[src/rtl/interrupt_requester_if.sv]
// interrupt_requester_if: req/ack/id handshake between an interrupt source and the controller.
interface interrupt_requester_if;
    logic       interrupt_req;
    logic       interrupt_ack;
    logic [7:0] interrupt_id;
    modport master (output interrupt_req, output interrupt_id, input interrupt_ack);
    modport slave  (input interrupt_req, input interrupt_id, output interrupt_ack);
endinterface

[src/rtl/interrupt_requester.sv]
// interrupt_requester: latches event pulses as pending and issues one interrupt request at a time.
// Define ROUND_ROBIN_EN for rotating priority; otherwise the lowest unmasked pending index wins.
module interrupt_requester #(
    parameter int NUM_SRC     = 8,
    parameter int ID_BASE     = 0,
    parameter int ACK_TIMEOUT = 255
) (
    input  logic                  clk,
    input  logic                  rst_n,
    input  logic [NUM_SRC-1:0]    event_in,
    input  logic [NUM_SRC-1:0]    event_mask,
    interrupt_requester_if.master irq,
    output logic [NUM_SRC-1:0]    pending,
    output logic                  busy,
    output logic                  timeout_err,
    input  logic                  err_clr
);
    localparam int IW = NUM_SRC > 1 ? $clog2(NUM_SRC) : 1;
    localparam int CW = $clog2(ACK_TIMEOUT + 1);

    typedef enum logic [1:0] {IDLE, REQ, GAP} state_t;

    state_t             state;
    logic [IW-1:0]      idx;
    logic [IW-1:0]      win_idx;
    logic               win_vld;
    logic [CW-1:0]      cnt;
    logic [CW-1:0]      cnt_nxt;
    logic [NUM_SRC-1:0] cand;
    logic [NUM_SRC-1:0] ack_clr;
    logic               acked;
    logic               req;
    logic [7:0]         id;

    assign cand              = pending & event_mask;
    assign acked             = state == REQ && irq.interrupt_ack;
    assign ack_clr           = acked ? NUM_SRC'(1) << idx : '0;
    assign cnt_nxt           = cnt + CW'(1);
    assign busy              = state != IDLE;
    assign irq.interrupt_req = req;
    assign irq.interrupt_id  = id;

`ifdef ROUND_ROBIN_EN
    logic [IW-1:0] rr_ptr;

    always_comb begin
        win_vld = 1'b0;
        win_idx = '0;
        for (int k = 0; k < NUM_SRC; k++)
            if (!win_vld && cand[(int'(rr_ptr) + k) % NUM_SRC]) begin
                win_vld = 1'b1;
                win_idx = IW'((int'(rr_ptr) + k) % NUM_SRC);
            end
    end
`else
    always_comb begin
        win_vld = |cand;
        win_idx = '0;
        for (int k = NUM_SRC - 1; k >= 0; k--)
            if (cand[k]) win_idx = IW'(k);
    end
`endif

    // GAP arbitrates like IDLE so back-to-back requests are spaced by a single low cycle
    always_ff @(posedge clk or negedge rst_n) begin
        if (!rst_n) begin
            state       <= IDLE;
            pending     <= '0;
            idx         <= '0;
            cnt         <= '0;
            req         <= 1'b0;
            id          <= '0;
            timeout_err <= 1'b0;
`ifdef ROUND_ROBIN_EN
            rr_ptr      <= '0;
`endif
        end else begin
            pending <= (pending & ~ack_clr) | event_in;
            if (err_clr) timeout_err <= 1'b0;
            case (state)
                REQ: begin
                    if (irq.interrupt_ack) begin
                        req   <= 1'b0;
                        state <= GAP;
`ifdef ROUND_ROBIN_EN
                        rr_ptr <= idx == IW'(NUM_SRC - 1) ? '0 : idx + IW'(1);
`endif
                    end else if (cnt_nxt == CW'(ACK_TIMEOUT)) begin
                        req         <= 1'b0;
                        timeout_err <= 1'b1;
                        state       <= GAP;
                    end else begin
                        cnt <= cnt_nxt;
                    end
                end
                default: begin
                    if (win_vld) begin
                        state <= REQ;
                        idx   <= win_idx;
                        id    <= 8'(ID_BASE) + 8'(win_idx);
                        cnt   <= '0;
                        req   <= 1'b1;
                    end else begin
                        state <= IDLE;
                    end
                end
            endcase
        end
    end
endmodule
[src/flat_wrapper.sv]
// flat-port wrapper written by rule: the top's interface ports become plain ports
module interrupt_requester_flat 
#(
    parameter int NUM_SRC     = 8,
    parameter int ID_BASE     = 0,
    parameter int ACK_TIMEOUT = 255
)
  (clk, rst_n, event_in, event_mask, pending, busy, timeout_err, err_clr, irq_interrupt_req, irq_interrupt_id, irq_interrupt_ack);
  interrupt_requester_if irq_i ();
  input  logic clk;
  input  logic rst_n;
  input  logic [NUM_SRC-1:0] event_in;
  input  logic [NUM_SRC-1:0] event_mask;
  output logic [NUM_SRC-1:0] pending;
  output logic busy;
  output logic timeout_err;
  input  logic err_clr;
  output wire logic [$bits(irq_i.interrupt_req)-1:0] irq_interrupt_req;
  output wire logic [$bits(irq_i.interrupt_id)-1:0] irq_interrupt_id;
  input wire logic [$bits(irq_i.interrupt_ack)-1:0] irq_interrupt_ack;
  assign irq_interrupt_req = irq_i.interrupt_req;
  assign irq_interrupt_id = irq_i.interrupt_id;
  assign irq_i.interrupt_ack = irq_interrupt_ack;
  interrupt_requester #(.NUM_SRC(NUM_SRC), .ID_BASE(ID_BASE), .ACK_TIMEOUT(ACK_TIMEOUT)) u_core (.clk(clk), .rst_n(rst_n), .event_in(event_in), .event_mask(event_mask), .irq(irq_i), .pending(pending), .busy(busy), .timeout_err(timeout_err), .err_clr(err_clr));
endmodule
[config.mk]
export PLATFORM = sky130hd
export DESIGN_NAME = interrupt_requester_flat
export DESIGN_NICKNAME = d
export VERILOG_FILES = /design/src/rtl/interrupt_requester_if.sv /design/src/rtl/interrupt_requester.sv /design/src/flat_wrapper.sv
export SDC_FILE = /design/constraint.sdc
export NUM_CORES = 1
export LEC_CHECK = 0
export ABC_AREA = 1
export CORE_UTILIZATION = 40
export DETAILED_ROUTE_END_ITERATION = 8
export PLACE_DENSITY_LB_ADDON = 0.1
export SLEW_MARGIN = 20
export SYNTH_ARGS = -nofsm -noshare
export SYNTH_HDL_FRONTEND = slang
export SYNTH_SLANG_ARGS = --single-unit
[constraint.sdc]
create_clock -name clk -period 3.2 [get_ports clk]
set_clock_uncertainty 0.1 [all_clocks]
set_input_delay 0.64 -clock clk [delete_from_list [all_inputs] [get_ports clk]]
set_output_delay 0.64 -clock clk [all_outputs]
set_load 0.05 [all_outputs]
Word level (Yosys, flattened, before mapping)
Cells that the tools add are included.
{"block": "totals", "reg_bits": 23, "in_bits": 20, "out_inout_bits": 19, "elab_cells": 50}
{"block": "classes", "addsub": 1, "n_eq_ne": 5, "shifts": 1, "muxes": 25, "n_bitwise": 5, "reduce_logical": 7}
{"cell": "$mux W8", "n": 5}
{"cell": "$mux W3", "n": 8}
{"cell": "$and A8 B8 Y8", "n": 2}
{"cell": "$mux W1", "n": 9}
{"cell": "$add A8 B1 Y8 const B", "n": 1}
{"cell": "$eq A8 B8 Y1 const B", "n": 1}
{"cell": "$not A8 Y8", "n": 1}
{"cell": "$or A8 B8 Y8", "n": 1}
{"cell": "$reduce_or A8 Y1", "n": 1}
{"cell": "$shl A1 B3 Y8 const A", "n": 1}
{"cell": "$mux W2", "n": 3}
{"cell": "$ne A2 B2 Y1 const B", "n": 2}
{"cell": "$reduce_and A2 Y1", "n": 2}
{"cell": "$reduce_bool A2 Y1", "n": 2}
{"cell": "$ne A3 B3 Y1 const B", "n": 1}
{"cell": "$reduce_and A3 Y1", "n": 1}
{"cell": "$eq A2 B1 Y1 const B", "n": 1}
{"cell": "$logic_and A1 B1 Y1", "n": 1}
{"cell": "$not A1 Y1", "n": 1}

Depth between registers and ports, before layout
{"block": "depth", "word_depth": 9, "ltp_mapped": 11, "mapped_depth_nobuf": 11}

Worst setup path after synthesis
Ideal clock, no wire load.
{"block": "synth_timing", "kind": "input to register", "start": "in event_mask[1]", "end": "reg u_core.idx[1]", "arrival_time_ps": 1446, "required_time_ps": 3005, "path_slack_ps": 1558, "path_stages": 8, "path_buffers": 1, "cell_sequence": "nand2_1 > nand2_1 > nor2_1 > nand2_1 > nand2_1 > clkbuf_1 > nand2_1 > o31ai_1"}
{"block": "synth_between", "elab_chain_len": 3, "word_cells_on_any_way": 5, "cone_classes": "mux (2); bitwise (1); reduce/logical (2)"}
{"item": "start, declared", "line_no": "flat_wrapper.sv:13", "text": "input logic [NUM_SRC-1:0] event_mask;"}
{"item": "$and A8 B8 Y8 (*)", "line_no": "interrupt_requester.sv:35", "text": "assign cand = pending & event_mask;"}
{"item": "$reduce_or A8 Y1 or $mux W3 (tied branches)", "line_no": "interrupt_requester.sv:57, interrupt_requester.sv:60"}
{"item": "$reduce_and A2 Y1 (no line) or $mux W3 (tied branches)"}
{"item": "end signal, assigned", "line_no": "interrupt_requester.sv:99", "text": "idx <= win_idx;"}
{"item": "end, declared", "line_no": "interrupt_requester.sv:24", "text": "logic [IW-1:0] idx;"}
Every way passes the cells marked *; elsewhere a longest branch is shown, timed or not.
A chain may end at the register's enable or synchronous reset.

Final worst setup path
{"block": "layout_timing", "start": "reg u_core.state[0]", "end": "out busy"}
{"block": "layout_between", "elab_chain_len": 1}
{"item": "start, declared", "line_no": "interrupt_requester.sv:23", "text": "state_t state;"}
{"item": "start signal, assigned", "line_no": "interrupt_requester.sv:67", "text": "state <= IDLE;"}
{"item": "start signal, assigned", "line_no": "interrupt_requester.sv:84", "text": "state <= GAP;"}
{"item": "start signal, assigned", "line_no": "interrupt_requester.sv:91", "text": "state <= GAP;"}
{"item": "$reduce_bool A2 Y1", "line_no": "interrupt_requester.sv:39", "text": "assign busy = state != IDLE;"}
{"item": "end, declared", "line_no": "flat_wrapper.sv:15", "text": "output logic busy;"}
Every way passes these cells.

==> results_dict.tcl <==
set metrics [dict create \
    run_status "finished, final reports clean" \
    period_share_pct 76.5 \
    initial_utilization_pct 43.1 \
    rows 20 \
    grt_pass1_wl_um 5260 \
    synth.largest_area_cell "dfrtp_1" \
    grtUsageMet2_pct 33.0 \
    clk_pin_slew_worst_paths_ns 0.13 \
    hold-path-cell-count 2 \
    critical_path_buf_inv_count 1 \
    summed_instance_area_of_the_synthesized_netlist_um2 1340 \
    buffer_ports.inserted 33 \
    startpoint "u_core.state[0]" \
    timing.critical_path.max_delay_family "buffers and inverters" \
    maximum_capacitance_violations 0 \
    grtUsageTotal_pct 19.9 \
    synth_compound_gate_area_share_pct 8.24 \
    synth_top_family_by_area "simple AND/OR/NAND/NOR gates" \
    htree_num_levels 1 \
    routedWlPerCell_um 11.8 \
    crit-reg2reg-capture "u_core.idx[0]" \
    post-route-min-period_ns 2.45 \
    largest_stage_delay_on_the_critical_path_ns 0.70 \
    yosysWarningCount 0 \
    post-route-worst-setup-slack_ns 0.753 \
    gp_congestion 0.821 \
    worstSetupStartpointType "register" \
    critPathKind "reg2out" \
    vias_in_the_first_global_route 1281 \
    multiInputGateArea_um2 622 \
    chipHeight_um 59.8 \
    global_route.usage.met3_pct 4.98 \
    setup.reg_to_reg.worst_slack_ns 1.23 \
    most_congested_layer_reported_by_global_routing "met2" \
    rsz0062_at_grt "false" \
    insertion_delay_of_the_later_clocked_pin_in_the_worst_skew_pair_ns 0.32 \
    drt-initial-drc-count 42 \
    postCtsSetupRepairBufs 0 \
    fin_hold_ws_ns 0.433 \
    worst_ep_required_time_ns 2.46 \
    post_cts_resize_count 0 \
    maximum_number_of_pins_on_one_net_before_global_route_repair 24 \
    slowest_stage "clkdlybuf4s50_1" \
    cts.path.max_buffers 2 \
    crit-reg2reg-launch "u_core.state[1]" \
    antenna_cells 0 \
    hold_buffers 0 \
    yosysSeqAreaShare_pct 43.1 \
    portion_of_netlist_area_occupied_by_mux_cells_pct 0 \
    die-width_um 59.8 \
    cell_count_of_the_worst_reg_to_reg_path 6 \
    number_of_fillers_in_the_final_layout 325 \
    synthXorXnorAreaFrac_pct 0 \
    globalRoute.totalOverflow 0 \
    final_layout_size_suffix_gt1_share_pct 9.30 \
    worst_pin_slew_ns 0.798 \
    cellLeakagePower_nw 0.850 \
    powerDensity_nw_per_um2 613 \
    syn_to_final_growth_pct 29.1 \
    core-area_um2 3100 \
    crit_fanout 2 \
    power.total_mw 1.06 \
    cts_buffers 3 \
    cp_data_arrival_time_ns 1.71 \
    use_met1_pct 23.9 \
    post_drt_via_cell_ratio 4.82 \
    worst_hold_path_type "reg2reg" \
    synth.ff_latch_count 23 \
    pre_cts_ws_ns 0.979 \
    ys_top_cells_by_area "dfrtp_1, nand2_1, inv_1" \
    timing.fmax_ghz 0.409 \
    netlist-cell-type-count 23 \
    synthesis.instances 180 \
    pin_count 39 \
    num_vias 1248 \
    slew_viol_final 0 \
    ir_drop_mv 0.407 \
    drt-total-wl_um 3060 \
    report.final.setup_viol 0 \
    setup.worst_path.end_class "output pin" \
    cts_root_buffer "clkbuf_4" \
    hold_viol_final 0 \
    synth-simple-area-share_pct 35.0 \
    final_nets 238 \
    drt-pass1-iter-count 4 \
    share_of_the_synthesized_area_in_the_top_cell_type_pct 43.1 \
    maxSlewHeadroom_pct 46.6 \
    antenna_found_initial 0 \
    timing.setup.tns_ns 0 \
    drcViolationCount 0 \
    tritoncts_clock_tree "done" \
    area.sequential_um2 576 \
    drt.antenna.violating_nets 0 \
    crit_path_cell_trace "or2_2, clkdlybuf4s50_1" \
    detailed_placement_hpwl_um 2360 \
    crit_path_end "busy" \
    tritoncts_num_sinks 23 \
    synth-adder-area-share_pct 1.87 \
    synth.avg_cell_area_um2 7.42 \
    crit_path_depth 2 \
    fp.dieArea_um2 3580 \
]
worst min-delay path, cell delays in order (launching register included):
cell and delay [ns]:
dfrtp_1 0.39, o21ai_1 0.07, nand2_1 0.05
worst min-delay path by stage:
| stage | startpoint | end | slack [ns] |
|---|---|---|---|
| after floorplan | rst_n | u_core.cnt[0] | 0.24 |
| after global placement | u_core.pending[6] | u_core.pending[6] | 0.40 |
| after detailed placement | u_core.pending[5] | u_core.pending[5] | 0.40 |
| after CTS | u_core.pending[5] | u_core.pending[5] | 0.44 |
| after global routing | u_core.timeout_err | u_core.timeout_err | 0.47 |
| final | u_core.pending[5] | u_core.pending[5] | 0.43 |
sequential cells by signal, summed over array words and instances (netlist names):
register / cells
u_core.cnt: 8
u_core.idx: 3
u_core.irq.interrupt_req: 1
u_core.pending: 8
u_core.state: 2
u_core.timeout_err: 1
routing by layer:
metal / part of all wire [%] / routed length [um]
met5: 0 / 0
met4: 2.4 / 72
met3: 6.8 / 207
met2: 47 / 1430
met1: 44 / 1350
area by class of cell:
type / count / area share (%)
tap: 44 / 3.19
multi-input combinational: 125 / 36.0
timing repair buffer: 34 / 19.6
inverter: 29 / 6.31
sequential: 23 / 33.4
clock buffer: 4 / 1.52
report_power, final:
part	switching, mW	internal [mW]
combinational	0.357	0.163
sequential	0.0524	0.346
clock	0.0918	0.0489
total	0.501	0.557
cells by family after synthesis:
kind of cell	count (synthesis)
buf+inv	36
flops	23
fa+ha+maj	2
simple gates	101
other cells	1
compound gates	17
Yosys cell counts, drive strengths merged:
master,count
o21ai,11
clkbuf,2
nand2,62
o31ai,1
o21a,1
nand3,15
nand4,10
a31oi,1
conb,1
inv,29
ha,2
buf,5
or2,1
dfrtp,23
o21bai,3
nor2,13
per-stage QoR:
stage | area, um2 | cells | util (%)
2_1_floorplan | 1350 | 184 | -
3_3_place_gp | 1700 | 255 | 54.8
3_5_place_dp | 1700 | 255 | 54.8
4_1_cts | 1730 | 259 | 55.6
5_1_grt | 1730 | 259 | 55.6
6_report | 1730 | 259 | 55.6
cell usage in the layout (no fill, tap or decap), drive strengths merged:
master	count
a31oi	1
buf	1
clkbuf	4
clkdlybuf4s50	33
conb	5
dfrtp	23
ha	2
inv	29
nand2	62
nand3	15
nand4	10
nor2	13
o21a	1
o21ai	11
o21bai	3
o31ai	1
or2	1
No activity file was read; power rests on OpenSTA's default activity.
